===== config.mk =====
export PLATFORM = sky130hd
export DESIGN_NAME = load_store_unit
export DESIGN_NICKNAME = d
export VERILOG_FILES = /design/src/rtl/lsu_pkg.sv /design/src/rtl/lsu_lane_align.sv /design/src/rtl/load_store_unit.sv
export SDC_FILE = /design/constraint.sdc
export NUM_CORES = 1
export LEC_CHECK = 0
export BUFFER_PORTS_ARGS = -buffer_cell sky130_fd_sc_hd__buf_2
export CAP_MARGIN = 5
export CORE_AREA = 5 5 115 117
export CTS_CLUSTER_DIAMETER = 40
export CTS_CLUSTER_SIZE = 30
export DETAILED_ROUTE_END_ITERATION = 6
export DIE_AREA = 0 0 120 122
export PLACE_DENSITY = 0.79
export SYNTH_ARGS = -nofsm -noshare
export SYNTH_HDL_FRONTEND = slang
export SYNTH_SLANG_ARGS = --single-unit

===== constraint.sdc =====
create_clock -name LSU_clk -period 1.9 [get_ports LSU_clk]
set_input_delay 0.095 -clock LSU_clk [delete_from_list [all_inputs] [get_ports LSU_clk]]
set_output_delay 0.095 -clock LSU_clk [all_outputs]
set_load 0.01 [all_outputs]

===== src/rtl/lsu_pkg.sv =====
// Shared definitions for the load/store unit: access size codes, FSM states
// and reset constants.
package lsu_pkg;

    localparam logic [1:0] SZ_BYTE = 2'b00;
    localparam logic [1:0] SZ_HALF = 2'b01;
    localparam logic [1:0] SZ_WORD = 2'b10;

    typedef enum logic [1:0] {
        ST_IDLE    = 2'd0,
        ST_READ    = 2'd1,
        ST_CAPTURE = 2'd2,
        ST_WRITE   = 2'd3
    } lsu_state_e;

    localparam lsu_state_e  RST_STATE = ST_IDLE;
    localparam logic [31:0] RST_WORD  = 32'h0000_0000;

    // Size code 2'b11 behaves exactly like a word access.
    function automatic logic is_word(input logic [1:0] size);
        return size[1];
    endfunction

endpackage


===== src/rtl/lsu_lane_align.sv =====
// Combinational lane logic: extracts and extends load data from a DMEM word and
// merges sub-word store data into a DMEM word, for either byte order.
module lsu_lane_align
    import lsu_pkg::*;
#(
    parameter bit BIG_ENDIAN = 1'b1
) (
    input  logic [31:0] rd_word_i,
    input  logic [1:0]  size_i,
    input  logic        unsigned_i,
    input  logic [1:0]  offset_i,
    input  logic [31:0] wdata_i,
    output logic [31:0] load_data_o,
    output logic [31:0] merged_o
);

    logic [4:0]  byte_shift;
    logic [4:0]  half_shift;
    logic [7:0]  byte_val;
    logic [15:0] half_val;

    // Big-endian lane 0 sits in the top bits, so the shift counts down with the offset.
    always_comb begin
        byte_shift = BIG_ENDIAN ? {~offset_i, 3'b000} : {offset_i, 3'b000};
        half_shift = BIG_ENDIAN ? {~offset_i[1], 4'b0000} : {offset_i[1], 4'b0000};
        byte_val   = 8'(rd_word_i >> byte_shift);
        half_val   = 16'(rd_word_i >> half_shift);
    end

    always_comb begin
        load_data_o = rd_word_i;
        merged_o    = wdata_i;
        if (size_i == SZ_BYTE) begin
            load_data_o = unsigned_i ? {24'h000000, byte_val} : {{24{byte_val[7]}}, byte_val};
            merged_o    = (rd_word_i & ~(32'h0000_00FF << byte_shift))
                        | (32'(wdata_i[7:0]) << byte_shift);
        end else if (size_i == SZ_HALF) begin
            load_data_o = unsigned_i ? {16'h0000, half_val} : {{16{half_val[15]}}, half_val};
            merged_o    = (rd_word_i & ~(32'h0000_FFFF << half_shift))
                        | (32'(wdata_i[15:0]) << half_shift);
        end
    end

endmodule


===== src/rtl/load_store_unit.sv =====
// CPU-side load/store unit driving a word-addressed DMEM with registered reads;
// sub-word stores use read-modify-write. Define LSU_MISALIGN_TRAP_EN to trap misaligned accesses.
module load_store_unit
    import lsu_pkg::*;
#(
    parameter int INDEX_WIDTH = 8,
    parameter bit BIG_ENDIAN  = 1'b1
) (
    input  logic        LSU_clk,
    input  logic        LSU_reset,
    input  logic        LSU_req_valid,
    output logic        LSU_req_ready,
    input  logic        LSU_req_write,
    input  logic [1:0]  LSU_req_size,
    input  logic        LSU_req_unsigned,
    input  logic [31:0] LSU_req_addr,
    input  logic [31:0] LSU_req_wdata,
    output logic [31:0] LSU_rdata,
    output logic        LSU_done,
    output logic        LSU_err,
    output logic [31:0] LSU_mem_address,
    output logic [31:0] LSU_mem_data_out,
    output logic        LSU_mem_write,
    output logic        LSU_mem_read,
    input  logic [31:0] LSU_mem_data_in
);

    // Handshake: a request transfers on a rising edge where LSU_req_valid and
    // LSU_req_ready are both high; ready is high exactly while the FSM is idle.

    lsu_state_e  state_q;
    logic        write_q;
    logic [1:0]  size_q;
    logic        unsigned_q;
    logic [1:0]  offset_q;
    logic [31:0] wdata_q;
    logic [31:0] mem_addr_q;
    logic [31:0] mem_wdata_q;
    logic [31:0] rdata_q;
    logic        done_q;
    logic        mem_read_q;
    logic        mem_write_q;

    logic [1:0]  offset_d;
    logic [31:0] index_d;
    logic [31:0] load_data;
    logic [31:0] merged;
    logic        unused_addr_bits;

    // Bits above the index alias onto the same DMEM word.
    assign unused_addr_bits = ^LSU_req_addr[31:INDEX_WIDTH+2];
    assign index_d          = 32'(LSU_req_addr[INDEX_WIDTH+1:2]);

    always_comb begin
        offset_d = 2'b00;
        if (LSU_req_size == SZ_BYTE) begin
            offset_d = LSU_req_addr[1:0];
        end else if (LSU_req_size == SZ_HALF) begin
            offset_d = {LSU_req_addr[1], 1'b0};
        end
    end

`ifdef LSU_MISALIGN_TRAP_EN
    logic misalign_d;
    logic err_q;

    assign misalign_d = (is_word(LSU_req_size) && (LSU_req_addr[1:0] != 2'b00))
                     || ((LSU_req_size == SZ_HALF) && LSU_req_addr[0]);
    assign LSU_err    = err_q;
`else
    assign LSU_err = 1'b0;
`endif

    lsu_lane_align #(
        .BIG_ENDIAN(BIG_ENDIAN)
    ) u_lane_align (
        .rd_word_i  (LSU_mem_data_in),
        .size_i     (size_q),
        .unsigned_i (unsigned_q),
        .offset_i   (offset_q),
        .wdata_i    (wdata_q),
        .load_data_o(load_data),
        .merged_o   (merged)
    );

    always_ff @(posedge LSU_clk) begin
        if (LSU_reset) begin
            state_q     <= RST_STATE;
            write_q     <= 1'b0;
            size_q      <= SZ_BYTE;
            unsigned_q  <= 1'b0;
            offset_q    <= 2'b00;
            wdata_q     <= RST_WORD;
            mem_addr_q  <= RST_WORD;
            mem_wdata_q <= RST_WORD;
            rdata_q     <= RST_WORD;
            done_q      <= 1'b0;
            mem_read_q  <= 1'b0;
            mem_write_q <= 1'b0;
`ifdef LSU_MISALIGN_TRAP_EN
            err_q       <= 1'b0;
`endif
        end else begin
            done_q      <= 1'b0;
            mem_read_q  <= 1'b0;
            mem_write_q <= 1'b0;
`ifdef LSU_MISALIGN_TRAP_EN
            err_q       <= 1'b0;
`endif
            unique case (state_q)
                ST_IDLE: begin
                    if (LSU_req_valid) begin
                        write_q    <= LSU_req_write;
                        size_q     <= LSU_req_size;
                        unsigned_q <= LSU_req_unsigned;
                        offset_q   <= offset_d;
                        wdata_q    <= LSU_req_wdata;
                        mem_addr_q <= index_d;
`ifdef LSU_MISALIGN_TRAP_EN
                        if (misalign_d) begin
                            done_q <= 1'b1;
                            err_q  <= 1'b1;
                        end else
`endif
                        if (LSU_req_write && is_word(LSU_req_size)) begin
                            mem_wdata_q <= LSU_req_wdata;
                            mem_write_q <= 1'b1;
                            state_q     <= ST_WRITE;
                        end else begin
                            mem_read_q <= 1'b1;
                            state_q    <= ST_READ;
                        end
                    end
                end
                ST_READ: begin
                    state_q <= ST_CAPTURE;
                end
                ST_CAPTURE: begin
                    if (write_q) begin
                        mem_wdata_q <= merged;
                        mem_write_q <= 1'b1;
                        state_q     <= ST_WRITE;
                    end else begin
                        rdata_q <= load_data;
                        done_q  <= 1'b1;
                        state_q <= ST_IDLE;
                    end
                end
                ST_WRITE: begin
                    done_q  <= 1'b1;
                    state_q <= ST_IDLE;
                end
                default: state_q <= ST_IDLE;
            endcase
        end
    end

    assign LSU_req_ready    = (state_q == ST_IDLE);
    assign LSU_rdata        = rdata_q;
    assign LSU_done         = done_q;
    assign LSU_mem_address  = mem_addr_q;
    assign LSU_mem_data_out = mem_wdata_q;
    assign LSU_mem_write    = mem_write_q;
    assign LSU_mem_read     = mem_read_q;

endmodule

# == Word level (Yosys, flattened, before mapping) ==
# Index checks and enable logic that the tools add are counted.
# word_totals
register_bits,115
wordCells,69
# op_classes
n_reduce_logical,9
n_shift,6
n_bitwise,11
n_eq_ne,8
mux,23
# op_table
op,n
32-bit 2-to-1 mux,9
32-bit bitwise AND,2
32-bit NOT,2
32-bit OR,2
32-bit one-hot mux with 2 select lines,1
16-bit by 5-bit << shifter with 32-bit output,1
"16-bit by 5-bit << shifter with 32-bit output, first input constant",1
8-bit by 5-bit << shifter with 32-bit output,1
"8-bit by 5-bit << shifter with 32-bit output, first input constant",1
32-bit by 5-bit >> shifter with 16-bit output,1
32-bit by 5-bit >> shifter with 8-bit output,1
2-bit 2-to-1 mux,5
2-bit one-hot mux with 4 select lines,1
"2-bit by 1-bit == test with 1-bit output, second input constant",3
2-bit zero test,3
1-bit 2-to-1 mux,5
"2-bit == test, second input constant",2
"2-bit inequality test, second input constant",2
1-bit NOT,4
1-bit one-hot mux with 2 select lines,2
2-bit AND reduction,2
4-bit AND reduction,1
3-bit OR reduction,1
"2-bit by 1-bit inequality test with 1-bit output, second input constant",1
other kinds (3),3

# == Longest topological paths before layout ==
# depth
ltp_word,9
depth_mapped,7

# == Modules after synthesis ==
# Synthesis repeated with hierarchy kept, for this count alone.
# hier_totals
hier_cells,800
area_unflattened_um2,6393.6
# modules_own_cells
mod,area_per_inst_um2,seq_area_each_um2,cells_per_inst,instances
load_store_unit,4825.9,2302.2,568,1
lsu_lane_align,1567.8,0.0,232,1

# == Worst setup path after synthesis ==
# OpenSTA, ideal clock, no wires.
# synth_path
path_kind,register to register
startpoint,register size_q[1]
endpoint,register rdata_q[3] (netlist: LSU_rdata[3])
n_path_buf,3
slack_ns,0.304
setup_time_ns,0.133
t_required_ns,1.767
period_less_slack_ns,1.596
arrival_time_ns,1.462
stages_incl_launch_ff,8
path_cell_list,dfxtp_1 -> buf_6 -> or3b_1 -> buf_2 -> buf_6 -> mux2_4 -> nand2_1 -> a311oi_1
# synth_via
elab_chain_len,3
elab_cells_between_ends,4
# synth_rtl
item,line_no,text
from (decl),load_store_unit.sv:33,logic [1:0] size_q;
from (signal assigned),load_store_unit.sv:114,size_q <= LSU_req_size;
2-bit by 1-bit == test with 1-bit output,lsu_lane_align.sv:37,end else if (size_i == SZ_HALF) begin
32-bit 2-to-1 mux,lsu_lane_align.sv:37,
32-bit 2-to-1 mux (*),lsu_lane_align.sv:33,if (size_i == SZ_BYTE) begin
to (signal assigned),load_store_unit.sv:144,rdata_q <= load_data;
to (decl),load_store_unit.sv:39,logic [31:0] rdata_q;
# Every way passes the cells marked *; elsewhere a longest branch is shown, timed or not.
# A chain may end at the register's enable or synchronous reset.

# == Worst setup path after layout ==
# layout_path
startpoint,register size_q[0]
endpoint,register rdata_q[3] (netlist: LSU_rdata[3])
# The elaborated chain is that of the path after synthesis.

==> results.json <==
{
  "setup_viol": 0,
  "cts_max_path_buffers": 2,
  "drt_iter0_markers": 609,
  "power_density_nw_per_um2": 941.1,
  "insertion_delay_ns": 0.42,
  "wl_mm": 19.70,
  "cp_max_fo": 23,
  "worstPathBufferInverterCount": 1,
  "grt_pass1_wl_mm": 30.76,
  "cts_root_buffer": "clkbuf_16",
  "rr_endpoint": "LSU_rdata[3]",
  "final_common_cell": "nand2_1",
  "max-vdd-ir-drop_mv": 0.5816,
  "nets": 1022,
  "synth_edf_count": 0,
  "hold_depth": 3,
  "setup_tns_ns": 0,
  "n_fill_cell": 991,
  "grtUsageMet2": 0.4271,
  "worstHoldEndpoint": "LSU_rdata[28]",
  "use_met3": 0.07382,
  "slowest_stage": "dfxtp_1",
  "cts_setup_buffers": 0,
  "vias": 6061,
  "hold_start": "LSU_mem_data_in[28]",
  "crit_family": "simple AND/OR/NAND/NOR gates",
  "async_reset_ff_frac": 0,
  "h-tree-depth": 4,
  "routedWlPerCell_um": 18.21,
  "max-cap-violations": 0,
  "critPathMaxStageDelay_ns": 0.44,
  "areaGrowthSynthToFinish_pct": 35.97,
  "synth_area_um2": 5956,
  "drtPass1Iterations": 5,
  "rr_worst_depth": 5,
  "criticalPathCategory": "flip-flop to flip-flop",
  "worst_pin_slew_ns": 0.8498,
  "die_area_um2": 14640,
  "numPortBuffers": 156,
  "worst-r2r-setup-slack_ns": 0.14,
  "seq_area_frac_synth": 0.3866,
  "ys_ff_latch": 115,
  "rows": 41,
  "drive_gt1_frac": 0.2865,
  "cts_buffers": 17,
  "initial_utilization": 0.4858,
  "skew_ns": 0.008083,
  "p_leak_nw": 3.413,
  "critPathArrivalTime_ns": 2.06,
  "final_antenna_net_count": 0,
  "power_mw": 7.621,
  "fin_area_um2": 8098,
  "overflow": 0,
  "clock.fmax_ghz": 0.5677,
  "cp-start-kind": "flip-flop",
  "pin_count": 204,
  "setup_ws_ns": 0.1385,
  "fin_crit_ns": 1.762,
  "coreArea_um2": 12260,
  "antennaDiodeCount": 0,
  "cts.sinks": 115,
  "placed_area_um2": 6817,
  "global_route.usage.total": 0.2679,
  "top_usage_layer": "met2",
  "cp_data_required_time_ns": 2.20,
  "ys.flop_type": "dfxtp_1",
  "r2r-start": "size_q[0]",
  "rsz0062_at_grt": "no",
  "dpl_worst_slack_ns": 0.06107,
  "path_clk_slew_ns": 0.06,
  "netlist_instances": 718,
  "slew_headroom": 0.4323,
  "period_share": 0.9271,
  "use_met1": 0.3434,
  "avgSynthCellArea_um2": 8.295,
  "drv_slew": 0,
  "gp_congestion": 0.9635,
  "die_w_um": 120,
  "antenna_found_initial": 0,
  "cp-end-kind": "flip-flop",
  "yosysWarnings": 0,
  "grt_max_degree": 119,
  "remaining_drc_errors": 0,
  "via_per_inst": 5.602,
  "grt_pass1_vias": 5832,
  "hpwlAfterDp_mm": 13.53,
  "most-common-layout-cells": "nand2_1, buf_2, dfxtp_1",
  "status": "complete, no violations",
  "crit_path_cell_trace": "or3b_1, buf_12, mux2_4, nand2_1, a311oi_1",
  "die_h_um": 122,
  "ys_types": 52,
  "hp-class": "input port to flip-flop",
  "cts_tree": "yes",
  "utilization": 0.6605,
  "finalHoldViolations": 0
}
-- metrics by stage --
stage,hold slack (ns),cells
final,0.02330,1082
after global routing,0.02724,1082
after CTS,0.001092,1082
after detailed placement,0.3399,991
after global placement,0.3374,991
after floorplan,0.1943,742
-- where the power goes --
part,switching [mW],internal [mW]
logic,0.711,0.539
clock network,1.17,2.52
registers,0.109,2.56
total,1.99,5.63
-- per-layer routing --
layer	vias to the layer above	wire length [µm]
met3	45	1754
met5	-	0
met2	279	9230
met1	2828	8200
li1	2909	-
met4	0	518
-- synthesized netlist by cell type, drive strengths merged, types with 10 or more instances --
| cell type | count | share of area |
|---|---|---|
| clkbuf | 23 | 0.014 |
| mux2i | 12 | 0.020 |
| a211oi | 26 | 0.035 |
| nor2 | 74 | 0.050 |
| nand2 | 165 | 0.10 |
| a21oi | 54 | 0.045 |
| mux2 | 24 | 0.047 |
| nand3b | 23 | 0.029 |
| buf | 65 | 0.071 |
| dfxtp | 115 | 0.39 |
| nand3 | 10 | 0.0084 |
| a221oi | 12 | 0.018 |
| o41ai | 22 | 0.032 |
-- what timing repair did --
action / in CTS / in global routing
endpoints found under the setup margin: 0 / 22
hold endpoints to repair: 81 / 0
hold buffers: 59 / 0
resized for setup: 0 / 2
-- cell type report --
| cell class | instances | area (µm²) | area share |
|---|---|---|---|
| tap | 150 | 187.7 | 0.02318 |
| sequential | 115 | 2303 | 0.2845 |
| timing repair buffer | 246 | 1669 | 0.2061 |
| inverter | 3 | 11.26 | 0.001391 |
| clock buffer | 19 | 452.9 | 0.05593 |
| multi-input combinational | 536 | 3244 | 0.4006 |
| clock inverter | 13 | 229.0 | 0.02828 |
-- how the worst max path moves through the flow --
| stage | end | depth (start not counted) | from | slack [ns] |
|---|---|---|---|---|
| 2_1_floorplan | LSU_rdata[3] | 7 | size_q[1] | 0.30 |
| 3_3_place_gp | LSU_rdata[30] | 5 | offset_q[1] | 0.10 |
| 3_5_place_dp | LSU_rdata[17] | 5 | offset_q[1] | 0.06 |
| 4_1_cts | LSU_rdata[17] | 5 | offset_q[1] | 0.05 |
| 5_1_grt | LSU_rdata[3] | 5 | size_q[0] | 0.02 |
| 6_report | LSU_rdata[3] | 5 | size_q[0] | 0.14 |
-- registers in the layout, summed over array words and instances, names as in the netlist --
signal / cells
write_q: 1
LSU_mem_write: 1
state_q: 2
LSU_mem_data_out: 32
LSU_mem_read: 1
wdata_q: 32
size_q: 2
LSU_mem_address: 8
LSU_done: 1
LSU_rdata: 32
unsigned_q: 1
offset_q: 2
-- tightest hold or removal path: cells and delay by family --
family	cells	cell delay (ns)
buf+inv	1	0.15
compound gates	1	0.06
simple gates	1	0.08
-- cells by family after synthesis --
logic type,count (synthesis),synth area share
flops,115,0.3866
compound gates,167,0.2029
simple gates,301,0.2282
buf+inv,91,0.08781
other cells,1,0.0006296
mux,43,0.09391
Power figures use the tool's default switching activity.
